[src/rtl/sw_debounce.sv]
// Switch input conditioning: 2-FF synchroniser, per-channel stability
// filter, and registered rise/fall/any_change edge pulses.
//
// Ports:
//   clk        - sole clock, rising edge
//   rst        - synchronous active-high reset
//   sw_in      - raw, asynchronous, possibly bouncing switch levels
//   sw_out     - debounced level per channel (registered)
//   rise       - one-cycle pulse when sw_out[i] goes 0->1 (registered)
//   fall       - one-cycle pulse when sw_out[i] goes 1->0 (registered)
//   any_change - OR of all rise and fall bits (registered)
module sw_debounce #(
    parameter int WIDTH         = 2,
    parameter int STABLE_CYCLES = 4
) (
    input  logic             clk,
    input  logic             rst,
    input  logic [WIDTH-1:0] sw_in,
    output logic [WIDTH-1:0] sw_out,
    output logic [WIDTH-1:0] rise,
    output logic [WIDTH-1:0] fall,
    output logic             any_change
);

    localparam int CW = $clog2(STABLE_CYCLES + 1);

    // Count value at which a pending change is accepted.
    localparam logic [CW-1:0] LAST = CW'(STABLE_CYCLES - 1);

    logic [WIDTH-1:0]         s1;
    logic [WIDTH-1:0]         s2;
    logic [WIDTH-1:0][CW-1:0] cnt;
    logic [WIDTH-1:0][CW-1:0] cnt_d;
    logic [WIDTH-1:0]         out_d;
    logic [WIDTH-1:0]         rise_d;
    logic [WIDTH-1:0]         fall_d;

    // A channel counts only while s2 differs from the accepted level;
    // any agreement drops the count back to 0, discarding progress.
    always_comb begin
        cnt_d  = '0;
        out_d  = sw_out;
        rise_d = '0;
        fall_d = '0;
        for (int i = 0; i < WIDTH; i++) begin
            if (s2[i] != sw_out[i]) begin
                if (cnt[i] == LAST) begin
                    out_d[i]  = s2[i];
                    rise_d[i] = s2[i];
                    fall_d[i] = ~s2[i];
                end else begin
                    cnt_d[i] = cnt[i] + 1'b1;
                end
            end
        end
    end

    always_ff @(posedge clk) begin
        if (rst) begin
            s1         <= '0;
            s2         <= '0;
            cnt        <= '0;
            sw_out     <= '0;
            rise       <= '0;
            fall       <= '0;
            any_change <= 1'b0;
        end else begin
            s1         <= sw_in;
            s2         <= s1;
            cnt        <= cnt_d;
            sw_out     <= out_d;
            rise       <= rise_d;
            fall       <= fall_d;
            any_change <= |(rise_d | fall_d);
        end
    end

endmodule

[config.mk]
export PLATFORM = sky130hd
export DESIGN_NAME = sw_debounce
export DESIGN_NICKNAME = d
export VERILOG_FILES = /design/src/rtl/sw_debounce.sv
export SDC_FILE = /design/constraint.sdc
export NUM_CORES = 1
export LEC_CHECK = 0
export CAP_MARGIN = 20
export CELL_PAD_IN_SITES_DETAIL_PLACEMENT = 2
export CELL_PAD_IN_SITES_GLOBAL_PLACEMENT = 2
export CORE_UTILIZATION = 33
export CTS_CLUSTER_DIAMETER = 80
export DETAILED_ROUTE_END_ITERATION = 6
export PLACE_DENSITY = 0.8
export SLEW_MARGIN = 20
export SYNTH_ARGS = -nofsm -noshare
export SYNTH_HDL_FRONTEND = slang
export SYNTH_SLANG_ARGS = --single-unit
[constraint.sdc]
create_clock -name clk -period 3.4 [get_ports clk]
set_input_delay 0.34 -clock clk [delete_from_list [all_inputs] [get_ports clk]]
set_output_delay 0.34 -clock clk [all_outputs]
set_load 0.02 [all_outputs]
## Word level (Yosys, flattened, before mapping)

Index checks and enable logic that the tools add are counted.

- Multiplexer cells: 8
- Bitwise operators: 5
- $add $sub $neg: 2
- Reductions and logical operators: 5
- Equality and inequality tests: 4

Operator list:

| kind | count |
|---|---|
| $mux W1 | 8 |
| $add A3 B1 Y3 const B | 2 |
| $eq A3 B2 Y1 const B | 2 |
| $reduce_or A3 Y1 | 2 |
| $not A1 Y1 | 4 |
| $reduce_and A2 Y1 | 2 |
| $ne A1 B1 Y1 | 2 |
| $or A2 B2 Y2 | 1 |
| $reduce_or A2 Y1 | 1 |

- Logic and storage cells: 33
- Register bits after elaboration: 17
- Output and inout port bits: 7
- Bits of input ports: 4

## Longest topological paths before layout

Gate-level depths: netlist (run 1).

- Depth after elaboration: 5
- Gate-level depth with buffers: 4
- Depth with buffers taken out: 4

## Least setup slack after synthesis (run 1)

OpenSTA, ideal clock, no wires.

- Path type: flip-flop to flip-flop
- From: reg cnt[0] (netlist bit)
- To: reg any_change
- Buffers on the path: 0
- Clock period less this slack: 1.298 ns
- Data arrival time: 1.176 ns
- Library setup time: 0.122 ns
- Stages on the path, launching flop included: 5
- Setup slack: 2.102 ns
- Required time: 3.278 ns
- Cells stage by stage: dfxtp_1 ha_1 ha_1 and4bb_1 a311o_1

- Longest elaborated chain between the ends: 5
- Elaborated cells between the ends (all ways): 7

RTL lines:

| what | line | source |
|---|---|---|
| start, declared | 32 | `logic [WIDTH-1:0][CW-1:0] cnt;` |
| start signal, assigned | 70 | `cnt <= cnt_d;` |
| $eq A3 B2 Y1 * | 47 | `if (cnt[i] == LAST) begin` |
| $mux W1 | 47 |  |
| $mux W1 | 46 | `if (s2[i] != sw_out[i]) begin` |
| $or A2 B2 Y2 * | 74 | `any_change <= \|(rise_d \| fall_d);` |
| $reduce_or A2 Y1 * | 74 |  |
| end signal, assigned | 74 |  |
| end, declared | 22 | `output logic any_change` |

Every way passes the cells marked *; elsewhere a longest branch is shown, timed or not.
A chain may end at the register's enable or synchronous reset.

## Worst setup path in the final report (run 1)

- From: reg sw_out[1]
- To: out sw_out[1]

RTL lines:

| what | line | source |
|---|---|---|
| start, declared | 19 | `output logic [WIDTH-1:0] sw_out,` |
| start signal, assigned | 71 | `sw_out <= out_d;` |

No word-level cell between the ends.

==> results.txt, run 1 <==
Share of power burned in registers: 64.1%
DRT Wirelength: 1080 um
Drt via density: 4.49
Worst setup SP type: flop
Die Area: 0.00198 mm^2
Layout cells sized above 1: 6.45%
Worst Hold Slack: 435 ps
CTS tree: built
Cell area power density: 425 mW/mm^2
Crit path to: sw_out[1]
First-pass GRT wire length: 1940 um
Hold Fails Final Rpt: 0
Cell family with most CP delay: buffers and inverters
Number of fill cells: 165
Max_cap viols: 0
Proportion of synthesized area in mux cells: 3.36%
GR Overflow Total: 0
Synth Area in Compound Gates: 1.68%
Ys Warns: 0
Leading cell types in the layout, fill and taps excluded: dfxtp_1, clkdlybuf4s50_1, ha_1, nor2b_1, nor4_1
R2R Setup Slk: 2000 ps
CTS H-tree lvls: 1
Slew headroom: 65.8%
Main combinational cell family by area after synthesis: simple AND/OR/NAND/NOR gates
Setup TNS: 0 ps
Slowest cell on the critical path: clkdlybuf4s50_1
HP Class: flop to flop
Max-slew violations: 0
Setup CP Type: flop to primary output
Core area: 0.00159 mm^2
RR Startpoint: cnt[0]$_SDFF_PP0_
DR vias: 386
Die width: 44.5 um
Total CTS buffers: 3
Synthesized net count: 58
Clk_lat worst skew: 280 ps
CP Buf/Inv Count: 1
Vias in the first global route: 446
Avg Cell Area, Syn: 12.2 um^2
Largest net degree at the start of global routing: 17
Leading area contributor after synthesis: dfxtp_1
Commonest non-fill, non-tap cell in the layout: dfxtp_1
Antenna diode count: 0
Initial core utilization: 37.4%
Antenna violations before repair: 0
Worst r2r dst: any_change$_SDFF_PP0_
Fmax: 0.581 GHz
CP peak stage delay: 650 ps
Worst VDD drop: 0.233 mV
Pre-antenna DRT Iters: 1
Starting DRT DRC Count: 0
Combinational share of power: 3.4%
Port Buffers: 10
R2R depth: 4
Net Sw Power: 64.4 uW
Crit path time final: 1720 ps
Max Buffers Root-to-Sink: 2
Clock slew at reported path FFs: 90 ps
Synth unique cells: 16
Post-synthesis register bit count: 17
Layout area overhead: 25.6%
Status: finished clean
Final Cycle Share: 50.6%
Gate Count Post-Synth: 49
Synth top area share: 57.1%
Area after DPL: 722 um^2
Skew final: 0.620 ps
Post-CTS setup buffer count: 0
WL/cell: 12.5 um
PnR Total Power: 318 uW
CP arrival: 1380 ps
Number of antenna-violating nets in the routed design: 0
Ys async rst share: 0%
Worst Setup End Kind: primary output
XOR/XNOR Fraction of Synth Area: 4.41%
Root buf cell: clkbuf_4
Crit path from: sw_out[1]$_SDFFE_PP0P_
CTS Hold Bufs: 0
# setup viols final: 0
Worst path required time: 3060 ps
GP Congestion: 0.659
Crit path cell chain: clkdlybuf4s50_1
Critical path fanouts, max: 6
Gr usage total: 14.1%
Int Power: 254 uW
Simple-Gate Fraction of Synth Area: 20.4%
Residual DRC: 0
Post-cts sizing count: 0
Register area share after synthesis: 57.1%
LEAKAGE: 0.000280 uW
Switching part of the total: 20.3%
Final instance area: 748 um^2
Die Span Y: 44.5 um
Post-synth EDFFs: 0
RSZ-0062 raised after global routing: false
Levels on crit path: 1
Clock network power share: 32.5%
Row Count: 14
Worst Tran Pin Value: 512 ps
Main area contributors after synthesis: dfxtp_1, ha_1, nor2b_1, nor4_1, mux2i_1
Adder-Cell Fraction of Synth Area: 10.5%
Netlist Area Pre-Place: 596 um^2
Main synth FF type: dfxtp_1
I/O pin total: 11
NumNets Final: 72
# clock sinks: 17
-- state kept, by name, indices dropped and copies added, names as in the netlist --
signal      flops
any_change      1
cnt             6
fall            2
rise            2
s1              2
s2              2
sw_out          2
-- synth_stat cells, types with 2 or more instances --
cell,instances
mux2i_1,2
nor4b_1,2
nor4_1,4
dfxtp_1,17
nor2b_1,4
xnor2_1,2
ha_1,5
inv_1,3
nor3b_1,2
nor2_1,2
-- cell type report --
cell class | count | area, um^2 | share of cell area [%]
multi-input combinational | 28 | 240 | 32.1
inverter | 3 | 11.3 | 1.51
clock buffer | 4 | 26.3 | 3.51
timing repair buffer | 10 | 100 | 13.4
sequential | 17 | 340 | 45.5
tap | 24 | 30.0 | 4.01
-- metal layers --
layer	vias to the layer above	GRT usage, %	part of all wire, %
li1	198	-	-
met1	178	17.3	48
met2	8	22.6	48
met3	2	3.67	2.1
met4	0	7.27	1.7
met5	-	0	0
-- how the worst min path moves through the flow --
stage	startpoint	to	slack (ps)	cells after the start
2_1_floorplan	cnt[0]$_SDFF_PP0_	cnt[0]$_SDFF_PP0_	410	1
5_1_grt	cnt[0]$_SDFF_PP0_	cnt[0]$_SDFF_PP0_	460	1
3_5_place_dp	cnt[0]$_SDFF_PP0_	cnt[0]$_SDFF_PP0_	430	1
4_1_cts	cnt[0]$_SDFF_PP0_	cnt[0]$_SDFF_PP0_	450	1
3_3_place_gp	cnt[3]$_SDFF_PP0_	cnt[3]$_SDFF_PP0_	430	1
6_report	cnt[0]$_SDFF_PP0_	cnt[0]$_SDFF_PP0_	440	1
-- power groups by stage --
stage,Clock (uW),Sequential (uW),Combinational [uW]
finish,103,204,10.7
global route,119,204,11.8
CTS,110,204,11.1
detailed placement,0,209,10.7
global placement,0,208,10.5
floorplan,0,208,5.89
-- metrics by stage --
| step | util, % | cells | setup WS (ps) |
|---|---|---|---|
| floorplan | - | 49 | 2100 |
| global placement | 45.3 | 82 | 1570 |
| finish | 46.9 | 86 | 1680 |
| detailed placement | 45.3 | 82 | 1530 |
| global route | 46.9 | 86 | 1620 |
| CTS | 46.9 | 86 | 1660 |
-- cells by family after synthesis --
family | Yosys count
adder cells (fa/ha/maj) | 5
buffers and inverters | 4
AO/OA/AOI/OAI | 1
flip-flops | 17
XOR/XNOR | 3
multiplexers | 2
AND/OR/NAND/NOR | 17
Note: power is estimated with default switching activity, not from simulation.
==> run 2, diff against run 1 <==
- CORE_UTILIZATION: 33 -> 31
- PLACE_DENSITY: 0.8 -> 0.76
- clock period: 3.4 -> 1.6 ns (I/O delays scaled with it)
==> run 2 against run 1 <==
Routed wire length grew 4.0%. Sequential power rose by 110%. Critical endpoint is now sw_out[0]. Cell area grew 2.7%. Highest routed layer unchanged. Total power rose by 120%. Count of clock-buffer cells in the layout down 1. Setup slack worse by 1600 ps. Largest cell class unchanged. Non-clock buffer count rose by 2. Clock skew rose by 7.0 ps. Combinational power rose to 2.5 times the previous value. Largest power group unchanged.
==> results.txt, run 2 (same netlist as run 1, synthesis figures left out) <==
Antenna violations before repair: 0
Clk_lat worst skew: 290 ps
Row Count: 15
CP arrival: 1340 ps
Combinational share of power: 4.0%
Die width: 45.8 um
Drt via density: 4.60
Leading cell types in the layout, fill and taps excluded: dfxtp_1, clkdlybuf4s50_1, ha_1, nor2b_1, nor4_1
Final Cycle Share: 93.7%
RSZ-0062 raised after global routing: false
Worst VDD drop: 0.411 mV
Residual DRC: 0
Max_cap viols: 0
RR Startpoint: cnt[0]$_SDFF_PP0_
Max Buffers Root-to-Sink: 2
Number of antenna-violating nets in the routed design: 0
Die Span Y: 45.8 um
Layout cells sized above 1: 10.9%
Top reg by flops: cnt
Cell area power density: 891 mW/mm^2
Gr usage total: 12.9%
Largest register FFs: 6
DRT Wirelength: 1120 um
Status: finished clean
Hold path start: sw_in[1]
Largest net degree at the start of global routing: 11
Worst setup SP type: flop
DR vias: 409
Int Power: 538 uW
Worst path required time: 1440 ps
HP Class: input port to flop
Slew headroom: 81.0%
First-pass GRT wire length: 1840 um
Clock network power share: 32.8%
FF/Latch Area: 340 um^2
Total CTS buffers: 3
Crit path cell chain: clkdlybuf4s50_1
Max-slew violations: 0
I/O pin total: 11
Cell family with most CP delay: buffers and inverters
GP Congestion: 0.675
Starting DRT DRC Count: 4
Antenna diode count: 0
Clock slew at reported path FFs: 100 ps
CTS tree: built
CTS Hold Bufs: 0
Initial core utilization: 33.8%
# clock sinks: 17
Fmax: 0.667 GHz
CTS H-tree lvls: 1
Root buf cell: clkbuf_4
Switching part of the total: 21.4%
Setup TNS: 0 ps
Vias in the first global route: 412
NumNets Final: 74
Slowest cell on the critical path: clkdlybuf4s50_1
Share of power burned in registers: 63.3%
Skew final: 7.59 ps
GR Overflow Total: 0
Worst Setup End Kind: primary output
Die Area: 0.00210 mm^2
Destination of the worst hold path: s1[1]$_SDFF_PP0_
Number of fill cells: 201
Port Buffers: 10
Pre-antenna DRT Iters: 4
Core area: 0.00176 mm^2
Hold Path Stages: 2
LEAKAGE: 0.000311 uW
Multi-input logic area: 240 um^2
Worst Tran Pin Value: 282 ps
R2R depth: 4
Net Sw Power: 146 uW
Hold Fails Final Rpt: 0
Crit path time final: 1500 ps
CP peak stage delay: 640 ps
Commonest non-fill, non-tap cell in the layout: dfxtp_1
DP HPWL: 860 um
# setup viols final: 0
Crit path from: sw_out[0]$_SDFFE_PP0P_
Setup CP Type: flop to primary output
Worst Hold Slack: 424 ps
Critical path fanouts, max: 5
Layout area overhead: 29.0%
Worst r2r dst: any_change$_SDFF_PP0_
WL/cell: 12.6 um
R2R Setup Slk: 190 ps
CP Buf/Inv Count: 1
-- run 2: changes by cell type in the layout (fill, tap and decap cells not counted), sizes merged --
cell / previous run / this run
clkinv: 0 / 1
clkbuf: 4 / 3
clkdlybuf4s50: 10 / 9
buf: 0 / 2
dlymetal6s2s: 0 / 1
-- run 2: final cells by class --
cell class	instances	share of cell area, %
inverters	3	1.47
clock inverters	1	0.651
flip-flops and latches	17	44.3
multi-input cells	28	31.3
repair buffers	12	15.3
well taps	25	4.07
clock buffers	3	2.93
-- run 2: through the flow --
stage	util, %	setup WS (ps)	power (uW)	instance area, um^2	cells
3_5_place_dp	41.8	192	471	738	85
2_1_floorplan	-	302	454	596	49
5_1_grt	43.5	57.0	724	768	89
6_report	43.5	101	685	768	89
4_1_cts	43.4	34.9	702	766	89
3_3_place_gp	41.8	237	469	738	85
-- run 2: worst max-delay path by stage --
stage / slack [ps] / end / depth (start not counted)
6_report: 100 / sw_out[0] / 1
5_1_grt: 60 / sw_out[0] / 1
4_1_cts: 30 / sw_out[1] / 1
3_5_place_dp: 190 / any_change$_SDFF_PP0_ / 4
3_3_place_gp: 240 / any_change$_SDFF_PP0_ / 3
2_1_floorplan: 300 / any_change$_SDFF_PP0_ / 4
-- run 2: what timing repair did --
item | 4_1_cts | 5_1_grt
gates resized for setup | 0 | 1
buffers inserted | 0 | 0
endpoints found under the setup margin | 0 | 1
hold endpoints to repair | 0 | 0
-- run 2: power groups by stage --
stage / Combinational, uW / Clock, uW / Sequential [uW]
after detailed placement: 27.6 / 0 / 443
after floorplan: 12.5 / 0 / 442
after global placement: 26.6 / 0 / 443
after CTS: 27.7 / 241 / 433
after global routing: 30.3 / 259 / 434
final: 27.2 / 224 / 433
-- run 2: metal layers --
metal | wire, um | GRT usage (%) | up-vias
li1 | - | - | 204
met1 | 531 | 17.8 | 196
met2 | 531 | 18.0 | 7
met3 | 43 | 2.38 | 2
met4 | 12 | 8.82 | 0
met5 | 0 | 0 | -
==> run 3, diff against run 2 <==
- CELL_PAD_IN_SITES_DETAIL_PLACEMENT: 2 -> 1
- CELL_PAD_IN_SITES_GLOBAL_PLACEMENT: 2 -> 1
- CORE_UTILIZATION: 31 -> 37
- PLACE_DENSITY: 0.76 -> 0.74
- SLEW_MARGIN: 20 -> default
==> run 3 against run 2 <==
Hold slack improved by 3.8 ps. First-iteration DRC count fell by 75%. Maximum frequency fell by 2.2%. Count of clock-buffer cells in the layout increased by 1. Clock power shrank 2%. Critical endpoint is now sw_out[1].
==> results.txt, run 3 (same netlist as run 1, synthesis figures left out) <==
Vias in the first global route: 390
Hold Path Stages: 2
Crit path cell chain: clkdlybuf4s50_1
Clk_lat worst skew: 280 ps
CP arrival: 1370 ps
Critical path fanouts, max: 6
Largest net degree at the start of global routing: 10
Status: finished clean
I/O pin total: 11
Starting DRT DRC Count: 1
Setup TNS: 0 ps
HP Class: input port to flop
Total CTS buffers: 3
Levels on crit path: 1
CP peak stage delay: 650 ps
Worst setup SP type: flop
RSZ-0062 raised after global routing: false
Top reg by flops: cnt
LEAKAGE: 0.000289 uW
Worst path required time: 1440 ps
Number of antenna-violating nets in the routed design: 0
Layout area overhead: 26.5%
Root buf cell: clkbuf_4
GR Overflow Total: 0
Max_cap viols: 0
Final Cycle Share: 95.8%
DP HPWL: 750 um
CTS tree: built
Die Area: 0.00177 mm^2
Initial core utilization: 39.5%
Die width: 42.1 um
Crit path time final: 1530 ps
Antenna diode count: 0
DR vias: 397
Crit path from: sw_out[1]$_SDFFE_PP0P_
# setup viols final: 0
Commonest non-fill, non-tap cell in the layout: dfxtp_1
Max-slew violations: 0
Hold Fails Final Rpt: 0
Fmax: 0.652 GHz
Row Count: 14
Max Buffers Root-to-Sink: 2
Cell family with most CP delay: buffers and inverters
WL/cell: 12.3 um
Port Buffers: 10
Post-cts sizing count: 0
Worst Hold Slack: 428 ps
Hold path start: sw_in[1]
Core area: 0.00151 mm^2
Clock slew at reported path FFs: 90 ps
R2R Setup Slk: 180 ps
Slowest cell on the critical path: clkdlybuf4s50_1
RR Startpoint: cnt[0]$_SDFF_PP0_
Residual DRC: 0
Gr usage total: 13.2%
First-pass GRT wire length: 1690 um
Post-CTS setup buffer count: 0
CP Buf/Inv Count: 1
Die Span Y: 42.1 um
Skew final: 0.345 ps
Drt via density: 4.96
Setup CP Type: flop to primary output
CTS Hold Bufs: 0
Largest register FFs: 6
Worst VDD drop: 0.500 mV
Cell area power density: 901 mW/mm^2
Worst Setup End Kind: primary output
Worst Tran Pin Value: 283 ps
Slew headroom: 81.0%
Layout cells sized above 1: 9.38%
R2R depth: 4
Antenna violations before repair: 0
NumNets Final: 74
GP Congestion: 0.721
# clock sinks: 17
Leading cell types in the layout, fill and taps excluded: dfxtp_1, clkdlybuf4s50_1, ha_1, nor2b_1, nor4_1
Pre-antenna DRT Iters: 4
CTS H-tree lvls: 1
DRT Wirelength: 986 um
==> run 3: cell types whose count changed in the layout (fill, tap and decap cells not counted), sizes merged <==
cell,change
clkbuf,+1
clkdlybuf4s50,+1
clkinv,-1
dlymetal6s2s,-1
==> run 3: final timing paths <==
kind                                end
hold reg to reg       cnt[3]$_SDFF_PP0_
hold / removal         s1[1]$_SDFF_PP0_
setup reg to reg  any_change$_SDFF_PP0_
setup / recovery              sw_out[1]
==> run 3: final cells by class <==
class | instances | area, um^2
Tap cell | 16 | 20.0
Timing Repair Buffer | 12 | 115
Clock buffer | 4 | 26.3
Inverter | 3 | 11.3
Multi-Input combinational cell | 28 | 240
Fill cell | 169 | 753
Sequential cell | 17 | 340
==> run 3: power breakdown <==
part / leakage (uW) / internal, uW / switching, uW / total [uW]
logic: 0.000137 / 16.3 / 10.2 / 26.4
registers: 0.000138 / 429 / 3.82 / 433
clock network: 0.0000150 / 96.7 / 123 / 219
total: 0.000289 / 542 / 137 / 679
==> run 3: per-stage QoR <==
step                      setup slack (ps)  power (uW)  instance area (um^2)  instances  utilization [%]
after floorplan                        302         454                   596         49                -
after global placement                 247         469                   727         76             48.3
after detailed placement               195         470                   727         76             48.3
after CTS                             49.3         693                   753         80             50.0
after global routing                  2.94         716                   753         80             50.0
final                                 67.3         679                   753         80             50.0
==> run 3: layer usage <==
| metal | wire length [um] | part of all wire [%] | global-route usage [%] |
|---|---|---|---|
| met1 | 451 | 46 | 16.3 |
| met2 | 479 | 49 | 20.3 |
| met3 | 42 | 4.3 | 2.59 |
| met4 | 12 | 1.2 | 9.38 |
| met5 | 0 | 0 | 0 |
